File: src/rtl/comparator_if.sv
// Operand/result bundle for the registered magnitude comparator.
// COMP_MINMAX_EN adds the max_out/min_out result fields.
interface comparator_if #(
    parameter int BITS  = 4,
    parameter int CNT_W = 8
) ();
    logic [BITS-1:0]  in1;
    logic [BITS-1:0]  in2;
    logic             in_valid;
    logic             cnt_clr;
    logic             Lt;
    logic             Gt;
    logic             Et;
    logic             out_valid;
    logic [CNT_W-1:0] lt_cnt;
    logic [CNT_W-1:0] gt_cnt;
    logic [CNT_W-1:0] et_cnt;
`ifdef COMP_MINMAX_EN
    logic [BITS-1:0]  max_out;
    logic [BITS-1:0]  min_out;

    modport master (
        output in1, in2, in_valid, cnt_clr,
        input  Lt, Gt, Et, out_valid, lt_cnt, gt_cnt, et_cnt, max_out, min_out
    );
    modport slave (
        input  in1, in2, in_valid, cnt_clr,
        output Lt, Gt, Et, out_valid, lt_cnt, gt_cnt, et_cnt, max_out, min_out
    );
`else
    modport master (
        output in1, in2, in_valid, cnt_clr,
        input  Lt, Gt, Et, out_valid, lt_cnt, gt_cnt, et_cnt
    );
    modport slave (
        input  in1, in2, in_valid, cnt_clr,
        output Lt, Gt, Et, out_valid, lt_cnt, gt_cnt, et_cnt
    );
`endif
endinterface

File: src/rtl/comparator.sv
// Registered magnitude comparator with one-hot flags and saturating outcome counters.
// Define COMP_MINMAX_EN to also register max_out/min_out.
module comparator #(
    parameter int BITS        = 4,
    parameter int SIGNED_MODE = 0,
    parameter int CNT_W       = 8
) (
    input logic          clk,
    input logic          rst,
    comparator_if.slave  bus
);
    localparam logic [CNT_W-1:0] CNT_MAX = '1;

    logic             a_lt_b;
    logic             a_gt_b;
    logic             a_eq_b;
    logic             lt_q;
    logic             gt_q;
    logic             et_q;
    logic             out_valid_q;
    logic [CNT_W-1:0] lt_cnt_q;
    logic [CNT_W-1:0] gt_cnt_q;
    logic [CNT_W-1:0] et_cnt_q;

    // Equality is bitwise in both modes; only the ordering depends on signedness.
    always_comb begin
        a_eq_b = (bus.in1 == bus.in2);
        if (SIGNED_MODE != 0) begin
            a_lt_b = ($signed(bus.in1) < $signed(bus.in2));
        end else begin
            a_lt_b = (bus.in1 < bus.in2);
        end
        a_gt_b = !a_lt_b && !a_eq_b;
    end

    always_ff @(posedge clk or posedge rst) begin
        if (rst) begin
            lt_q        <= 1'b0;
            gt_q        <= 1'b0;
            et_q        <= 1'b0;
            out_valid_q <= 1'b0;
        end else begin
            out_valid_q <= bus.in_valid;
            if (bus.in_valid) begin
                lt_q <= a_lt_b;
                gt_q <= a_gt_b;
                et_q <= a_eq_b;
            end
        end
    end

    // Clear wins over a same-cycle increment; that sample goes uncounted.
    always_ff @(posedge clk or posedge rst) begin
        if (rst) begin
            lt_cnt_q <= '0;
            gt_cnt_q <= '0;
            et_cnt_q <= '0;
        end else if (bus.cnt_clr) begin
            lt_cnt_q <= '0;
            gt_cnt_q <= '0;
            et_cnt_q <= '0;
        end else if (bus.in_valid) begin
            if (a_lt_b && (lt_cnt_q != CNT_MAX)) lt_cnt_q <= lt_cnt_q + CNT_W'(1);
            if (a_gt_b && (gt_cnt_q != CNT_MAX)) gt_cnt_q <= gt_cnt_q + CNT_W'(1);
            if (a_eq_b && (et_cnt_q != CNT_MAX)) et_cnt_q <= et_cnt_q + CNT_W'(1);
        end
    end

    assign bus.Lt        = lt_q;
    assign bus.Gt        = gt_q;
    assign bus.Et        = et_q;
    assign bus.out_valid = out_valid_q;
    assign bus.lt_cnt    = lt_cnt_q;
    assign bus.gt_cnt    = gt_cnt_q;
    assign bus.et_cnt    = et_cnt_q;

`ifdef COMP_MINMAX_EN
    logic [BITS-1:0] max_q;
    logic [BITS-1:0] min_q;

    // On equality both outputs take in1.
    always_ff @(posedge clk or posedge rst) begin
        if (rst) begin
            max_q <= '0;
            min_q <= '0;
        end else if (bus.in_valid) begin
            max_q <= a_lt_b ? bus.in2 : bus.in1;
            min_q <= a_gt_b ? bus.in2 : bus.in1;
        end
    end

    assign bus.max_out = max_q;
    assign bus.min_out = min_q;
`endif
endmodule

File: src/flat_wrapper.sv
// flat-port wrapper written by rule: the top's interface ports become plain ports
module comparator_flat 
#(
    parameter int BITS        = 4,
    parameter int SIGNED_MODE = 0,
    parameter int CNT_W       = 8
)
  (clk, rst, bus_in1, bus_in2, bus_in_valid, bus_cnt_clr, bus_Lt, bus_Gt, bus_Et, bus_out_valid, bus_lt_cnt, bus_gt_cnt, bus_et_cnt);
  comparator_if #(.BITS(BITS), .CNT_W(CNT_W)) bus_i ();
  input logic clk;
  input logic rst;
  input wire logic [$bits(bus_i.in1)-1:0] bus_in1;
  input wire logic [$bits(bus_i.in2)-1:0] bus_in2;
  input wire logic [$bits(bus_i.in_valid)-1:0] bus_in_valid;
  input wire logic [$bits(bus_i.cnt_clr)-1:0] bus_cnt_clr;
  output wire logic [$bits(bus_i.Lt)-1:0] bus_Lt;
  output wire logic [$bits(bus_i.Gt)-1:0] bus_Gt;
  output wire logic [$bits(bus_i.Et)-1:0] bus_Et;
  output wire logic [$bits(bus_i.out_valid)-1:0] bus_out_valid;
  output wire logic [$bits(bus_i.lt_cnt)-1:0] bus_lt_cnt;
  output wire logic [$bits(bus_i.gt_cnt)-1:0] bus_gt_cnt;
  output wire logic [$bits(bus_i.et_cnt)-1:0] bus_et_cnt;
  assign bus_i.in1 = bus_in1;
  assign bus_i.in2 = bus_in2;
  assign bus_i.in_valid = bus_in_valid;
  assign bus_i.cnt_clr = bus_cnt_clr;
  assign bus_Lt = bus_i.Lt;
  assign bus_Gt = bus_i.Gt;
  assign bus_Et = bus_i.Et;
  assign bus_out_valid = bus_i.out_valid;
  assign bus_lt_cnt = bus_i.lt_cnt;
  assign bus_gt_cnt = bus_i.gt_cnt;
  assign bus_et_cnt = bus_i.et_cnt;
  comparator #(.BITS(BITS), .SIGNED_MODE(SIGNED_MODE), .CNT_W(CNT_W)) u_core (.clk(clk), .rst(rst), .bus(bus_i));
endmodule
File: config.mk
export PLATFORM = sky130hd
export DESIGN_NAME = comparator_flat
export DESIGN_NICKNAME = d
export VERILOG_FILES = /design/src/rtl/comparator_if.sv /design/src/rtl/comparator.sv /design/src/flat_wrapper.sv
export SDC_FILE = /design/constraint.sdc
export NUM_CORES = 1
export LEC_CHECK = 0
export BUFFER_PORTS_ARGS = -buffer_cell sky130_fd_sc_hd__buf_2
export CAP_MARGIN = 30
export CORE_UTILIZATION = 52
export CTS_CLUSTER_SIZE = 24
export DETAILED_ROUTE_END_ITERATION = 12
export MAX_ROUTING_LAYER = met4
export PLACE_DENSITY = 0.79
export SKIP_LAST_GASP = 1
export SLEW_MARGIN = 0
export SYNTH_ARGS = -nofsm -noshare
export SYNTH_HDL_FRONTEND = slang
export SYNTH_SLANG_ARGS = --single-unit
export TNS_END_PERCENT = 100
File: constraint.sdc
create_clock -name clk -period 2.1 [get_ports clk]
set_input_delay 0.525 -clock clk [delete_from_list [all_inputs] [get_ports clk]]
set_output_delay 0.525 -clock clk [all_outputs]
set_load 0.02 [all_outputs]
; Yosys cells after proc, flatten, opt, wreduce, memory -nomap -nowiden
; Index checks and enable logic that the tools add are counted.
[classes]
n_eq_ne = 4
n_lt_le_gt_ge = 1
n_reduce_logical = 13
muxes = 9
addsub = 3
[op_table]
columns = operator, count
row1 = two-way mux 8 bit, 9
row2 = adder 8 x 1 -> 8 bit (second input constant), 3
row3 = != test 8 bit (second input constant), 3
row4 = nonzero test 2 bit, 4
row5 = AND reduction 2 bit, 3
row6 = == test 4 bit, 1
row7 = logical AND 1 bit, 4
row8 = less-than comparator 4 bit, 1
row9 = logical NOT 1 bit, 2
[word_totals]
out_inout_bits = 28
inputBits = 12
reg_bits = 28
wordCells = 37

; Depth between registers and ports, before layout
; Gate-level depths: netlist (run 1).
[depth]
word_depth = 7
mapped_depth = 8
ltp_nobuf = 7

; Worst setup path after synthesis (run 1)
; OpenSTA, ideal clock, no wires.
[synth_path]
path_type = input -> register
start = input port bus_in2[3]
end = register u_core.lt_cnt_q[3] (netlist: u_core.bus.lt_cnt[3])
path_buffers = 1
path_slack_ps = 91
arrival_ps = 1931
setup_time_ps = 78
required_time_ps = 2022
cell_stages = 7
path_cell_list = inv_1 > ha_1 > a211oi_2 > nand3_2 > buf_6 > or3_1 > a21oi_1
[synth_between]
elab_chain_len = 4
[synth_lines]
columns = element, line
row1 = start: declaration, flat_wrapper.sv:13  ; input wire logic [$bits(bus_i.in2)-1:0] bus_in2;
row2 = less-than comparator 4 bit, comparator.sv:31  ; a_lt_b = (bus.in1 < bus.in2);
row3 = logical AND 1 bit, comparator.sv:63  ; if (a_lt_b && (lt_cnt_q != CNT_MAX)) lt_cnt_q <= lt_cnt_q + CNT_W'(1);
row4 = nonzero test 2 bit (no line), n/a
row5 = AND reduction 2 bit (no line), n/a
row6 = end signal: assignment, comparator.sv:63
row7 = end: declaration, comparator.sv:21  ; logic [CNT_W-1:0] lt_cnt_q;
; Every way passes these cells.
; A chain may end at the register's enable or synchronous reset.

; Worst setup path in the final report (run 1)
[layout_path]
start = input port bus_in2[3]
end = register u_core.lt_cnt_q[5] (netlist: u_core.bus.lt_cnt[5])
; Same word-level chain as after synthesis.

==> impl_metrics.py, run 1 <==
metrics = {
    "outcome": {
        "status": "finished, final reports clean",
    },
    "routing": {
        "antenna_left": 0,
        "wl_per_cell_um": 14.1,
        "drtPass1Iterations": 4,
        "wl_mm": 3.40,
        "vias_per_cell": 5.85,
        "drc": 0,
        "drtIter0Drc": 73,
        "num_vias": 1410,
    },
    "synthesis": {
        "avgSynthCellArea_um2": 9.58,
        "synth_commonest_cells": "dfrtp_1 (28), nor2_1 (19), inv_1 (10), nand3_1 (10), a21oi_1 (9)",
        "netlist_instances": 162,
        "ys_top_cells_by_area": "dfrtp_1 (45%), ha_1 (5.6%), nor2_1 (4.6%)",
        "synth_ff_type": "dfrtp_1",
        "ys_seq_elements": 28,
        "synth_nets": 181,
        "synth_edf_count": 0,
        "yosys_warnings": 0,
        "ys_types": 38,
        "async_reset_ff_share_pct": 100,
        "synth.cell_area_um2": 1550,
        "seq_area_frac_synth_pct": 45.2,
        "synth_area_leader_cell": "dfrtp_1",
        "yosysMostFrequentCell": "dfrtp_1",
        "synth.top_cell.area_share_pct": 45.2,
    },
    "die": {
        "core-area_um2": 2780,
        "die_h_um": 56.6,
        "io_pins": 40,
        "start_util_pct": 55.8,
        "fp.dieW_um": 56.6,
        "placement_rows": 19,
        "dieArea_um2": 3210,
    },
    "setup_path": {
        "endpoint_kind": "flop",
        "startpoint_type": "input port",
        "arrival_ns": 2.17,
        "crit_required_ns": 2.37,
        "crit_type": "input port to flop",
        "max_stage_delay_ns": 0.48,
        "r2r_cells": 6,
        "reg2reg_from": "u_core.bus.gt_cnt[0]",
        "r2r_setup_slack_ns": 0.32,
        "path_max_fanout": 8,
        "r2r_end": "u_core.bus.gt_cnt[7]",
        "cp_slowest_cell": "or3_2",
        "worst-path-buf-inv": 2,
        "crit_chain": "buf_2, inv_1, ha_1, a211oi_2, nand3_2, or3_2, a21oi_1",
        "critPathTopFamily": "simple AND/OR/NAND/NOR gates",
    },
    "cells_and_area": {
        "seq_area_um2": 701,
        "diodes": 0,
        "fin_util_pct": 67.7,
        "fillCellCount": 224,
        "stdcell_count": 241,
        "drive_gt1_share_pct": 30.0,
        "area_growth_pct": 21.4,
        "nets": 230,
        "final_cell_area_um2": 1880,
        "multiInputGateArea_um2": 787,
    },
    "place": {
        "port-buffer-count": 39,
        "place_area_um2": 1830,
        "gp_congestion": 0.854,
        "dp.cells": 237,
        "hpwlAfterDp_mm": 2.43,
    },
    "clock_network": {
        "cts-resized-gates": 0,
        "clkTransAtPathRegs_ns": 0.16,
        "insertion_delay_ns": 0.33,
        "numCtsBuffers": 3,
        "ctsLongestPathBuffers": 2,
        "cts.htree.levels": 1,
        "clockRootBuffer": "clkbuf_4",
        "cts.sinks": 28,
        "cts_tree": "yes",
        "post_cts_buffers": 0,
        "cts_hold_buf": 0,
    },
    "timing": {
        "fin_crit_ns": 1.90,
        "hold_viol_final": 0,
        "relSlewSlack_pct": 67.6,
        "worst_pin_slew_ns": 0.486,
        "setup_viol": 0,
        "clock_skew_ns": 0.00331,
        "rsz0062_at_grt": "false",
        "timing.final.crit_share_pct": 90.5,
        "maxSlewViolCount": 0,
        "fin_hold_ws_ns": 0.224,
        "max_freq_mhz": 526,
    },
    "power": {
        "powerDensity_nw_per_um2": 580,
        "leakagePower_nw": 0.925,
        "ir_worst_vdd_uv": 473,
        "p_total_mw": 1.09,
    },
    "global_routing": {
        "antenna_found_initial": 0,
        "grt_use_total_pct": 24.5,
        "grt_max_degree": 29,
        "grt_pass1_vias": 1393,
        "grt_pass1_wl_mm": 6.00,
        "grt_overflow": 0,
    },
    "flow_run": {
        "cap_violations": 0,
    },
    "hold_path": {
        "min_path_type": "input port to asynchronous set/reset pin",
    },
}
## power breakdown
group	switching [mW]	internal, mW
combinational	0.0992	0.0646
clock	0.167	0.193
sequential	0.0135	0.554
total	0.279	0.812
## tightest hold or removal path, cell delays in order
cell	delay, ns
buf_2	0.10
inv_1	0.04
buf_4	0.32
## kinds of logic after synthesis
logic type / synth area share [%]
adders and majority gates: 5.64
buffers and inverters: 4.11
muxes: 4.03
AOI/OAI and AO/OA: 12.9
DFF: 45.2
and+or+nand+nor: 23.6
xor gates and xnor gates: 4.52
## worst max-delay path by stage
stage,end,slack [ns],cells after the start,start
3_5_place_dp,u_core.bus.lt_cnt[5],-0.13,7,bus_in2[3]
3_3_place_gp,u_core.bus.lt_cnt[5],-0.05,7,bus_in2[3]
5_1_grt,u_core.bus.lt_cnt[5],0.12,8,bus_in2[1]
2_1_floorplan,u_core.bus.lt_cnt[3],0.09,7,bus_in2[3]
6_report,u_core.bus.lt_cnt[5],0.20,7,bus_in2[3]
4_1_cts,u_core.bus.lt_cnt[5],0.19,7,bus_in2[3]
## cells in the final DEF, fill, tap and decap left out, types with 7 or more instances in the layout
cell type  count
a21oi_1        9
buf_2         39
buf_4          9
dfrtp_1       28
ha_1           7
inv_1         10
nand2_1        8
nand3_1       10
nor2_1        19
o21ai_0        8
xnor2_1        7
## sequential cells by signal (all words and copies together), names as in the netlist
register              flops
u_core.bus.out_valid      1
u_core.bus.Et             1
u_core.bus.Lt             1
u_core.bus.et_cnt         8
u_core.bus.gt_cnt         8
u_core.bus.lt_cnt         8
u_core.bus.Gt             1
## per-layer routing
metal | global-route usage [%] | routed length (um)
met1 | 30.3 | 1470
met2 | 41.0 | 1780
met3 | 2.07 | 119
met4 | 10.5 | 31
met5 | - | 0
## area by class of cell
cell class	count	area share (%)
clock inverters	1	1.59
well taps	31	2.06
flip-flops and latches	28	37.2
multi-input cells	119	41.8
inverters	11	2.19
clock buffers	3	1.20
repair buffers	48	14.0
## stage by stage
| step | TNS (ns) | setup WS, ns |
|---|---|---|
| 2_1_floorplan | 0 | 0.0911 |
| 6_report | 0 | 0.199 |
| 3_5_place_dp | -0.534 | -0.129 |
| 3_3_place_gp | -0.0562 | -0.0461 |
| 5_1_grt | 0 | 0.119 |
| 4_1_cts | 0 | 0.194 |
Note: power is estimated with default switching activity, not from simulation.
==> inputs of run 2 (changes only) <==
- CORE_UTILIZATION: 52 -> 54
- CTS_BUF_LIST: unset -> sky130_fd_sc_hd__clkbuf_2 sky130_fd_sc_hd__clkbuf_4 sky130_fd_sc_hd__clkbuf_8
- PLACE_DENSITY: 0.79 -> 0.81
==> impl_metrics.py, run 2 (same netlist as run 1, synthesis figures left out) <==
metrics = {
    "cells_and_area": {
        "seq_area_um2": 701,
        "mostFrequentLayoutCells": "buf_2 (39), dfrtp_1 (28), nor2_1 (19)",
        "final_common_cell": "buf_2",
        "drive_gt1_share_pct": 31.3,
        "area_growth_pct": 23.3,
        "fillCellCount": 216,
        "multiInputGateArea_um2": 787,
        "diodes": 0,
        "final_cell_area_um2": 1910,
        "nets": 234,
    },
    "power": {
        "p_seq_share_pct": 51.5,
        "p_total_mw": 1.10,
        "power_frac_comb_pct": 15.8,
        "leakagePower_nw": 0.943,
        "switching_power_mw": 0.283,
        "p_int_mw": 0.821,
        "ir_worst_vdd_uv": 534,
        "switching_share_pct": 25.6,
        "powerDensity_nw_per_um2": 577,
        "p_clk_share_pct": 32.8,
    },
    "timing": {
        "timing.final.crit_share_pct": 89.6,
        "clock_skew_ns": 0.00704,
        "relSlewSlack_pct": 66.6,
        "setup_viol": 0,
        "max_freq_mhz": 531,
        "worst_slack_ns": 0.218,
        "hold_viol_final": 0,
        "maxSlewViolCount": 0,
        "fin_crit_ns": 1.88,
        "worst_pin_slew_ns": 0.501,
        "rsz0062_at_grt": "false",
    },
    "setup_path": {
        "crit_required_ns": 2.37,
        "arrival_ns": 2.15,
        "path_max_fanout": 8,
        "reg2reg_from": "u_core.bus.gt_cnt[0]",
        "endpoint_kind": "flop",
        "crit_type": "input port to flop",
        "critPathLaunch": "bus_in2[1]",
        "startpoint_type": "input port",
    },
    "outcome": {
        "violations": "design-rule violations",
        "status": "finished with violations",
    },
    "routing": {
        "num_vias": 1418,
        "antenna_left": 0,
        "drc": 2,
        "drtPass1Iterations": 8,
        "wl_mm": 3.51,
        "vias_per_cell": 5.79,
        "wl_per_cell_um": 14.3,
        "drtIter0Drc": 55,
    },
    "die": {
        "dieArea_um2": 3090,
        "placement_rows": 19,
        "fp.dieW_um": 55.6,
        "start_util_pct": 56.8,
        "core-area_um2": 2730,
        "io_pins": 40,
        "die_h_um": 55.6,
    },
    "global_routing": {
        "grt_use_total_pct": 26.4,
        "grt_overflow": 0,
        "grt_max_degree": 29,
        "grt_pass1_wl_mm": 6.26,
        "grt_pass1_vias": 1471,
        "antenna_found_initial": 0,
    },
    "clock_network": {
        "ctsLongestPathBuffers": 2,
        "clkTransAtPathRegs_ns": 0.16,
        "insertion_delay_ns": 0.34,
        "cts.htree.levels": 1,
        "cts_hold_buf": 0,
        "numCtsBuffers": 3,
        "cts_tree": "yes",
        "cts.sinks": 28,
        "cts-resized-gates": 0,
        "post_cts_buffers": 0,
        "clockRootBuffer": "clkbuf_4",
    },
    "hold_path": {
        "min_path_type": "input port to asynchronous set/reset pin",
    },
    "flow_run": {
        "cap_violations": 0,
    },
    "place": {
        "place_area_um2": 1860,
        "hpwlAfterDp_mm": 2.67,
        "place_ws_ns": -0.138,
        "gp_congestion": 0.836,
        "port-buffer-count": 39,
    },
}
[run 2: cell count changes in the layout (fill, tap and decap cells not counted)]
cell	before	now
buf_4	9	13
[run 2: worst paths after layout]
kind,endpoint,slack [ns],depth (start not counted)
worst min-delay path,u_core.bus.lt_cnt[4],0.21,3
worst min register to register,u_core.bus.Gt,0.52,1
min in group clk,u_core.bus.out_valid,0.39,1
worst max-delay path,u_core.bus.lt_cnt[5],0.22,8
max in group asynchronous,u_core.bus.Lt,1.62,3
worst max register to register,u_core.bus.gt_cnt[7],0.35,6
[run 2: final cells by class]
| class | count | area share (%) |
|---|---|---|
| multi-input cells | 119 | 41.1 |
| repair buffers | 52 | 15.3 |
| flip-flops and latches | 28 | 36.6 |
| clock buffers | 3 | 1.18 |
| inverters | 11 | 2.16 |
| well taps | 31 | 2.03 |
| clock inverters | 1 | 1.57 |
[run 2: through the flow]
stage | util [%] | hold slack (ns) | TNS [ns] | instances
4_1_cts | 70.0 | 0.229 | 0 | 245
3_3_place_gp | 68.1 | 0.466 | -0.0401 | 241
2_1_floorplan | - | 0.556 | 0 | 162
6_report | 70.0 | 0.211 | 0 | 245
5_1_grt | 70.0 | 0.247 | 0 | 245
3_5_place_dp | 68.1 | 0.491 | -0.483 | 241
[run 2: power by group through the flow]
stage                     logic [mW]  clock network (mW)  registers [mW]
final                          0.174               0.362           0.568
after CTS                      0.175               0.368           0.568
after floorplan               0.0839                   0           0.596
after global placement         0.166                   0           0.577
after detailed placement       0.175                   0           0.578
after global routing           0.192               0.382           0.571
[run 2: critical path, stage by stage]
cell and delay [ns]:
buf_2 0.08, inv_1 0.04, ha_1 0.30, nor2b_1 0.16, o211ai_4 0.24, nand3_2 0.18, or3_2 0.48, a21oi_1 0.14
[run 2: layer usage]
metal,track usage (%),up-vias,share of wire [%]
li1,-,685,-
met1,27.7,693,42
met2,50.1,32,53
met3,2.56,8,2.8
met4,11.1,0,2.0
met5,-,-,0
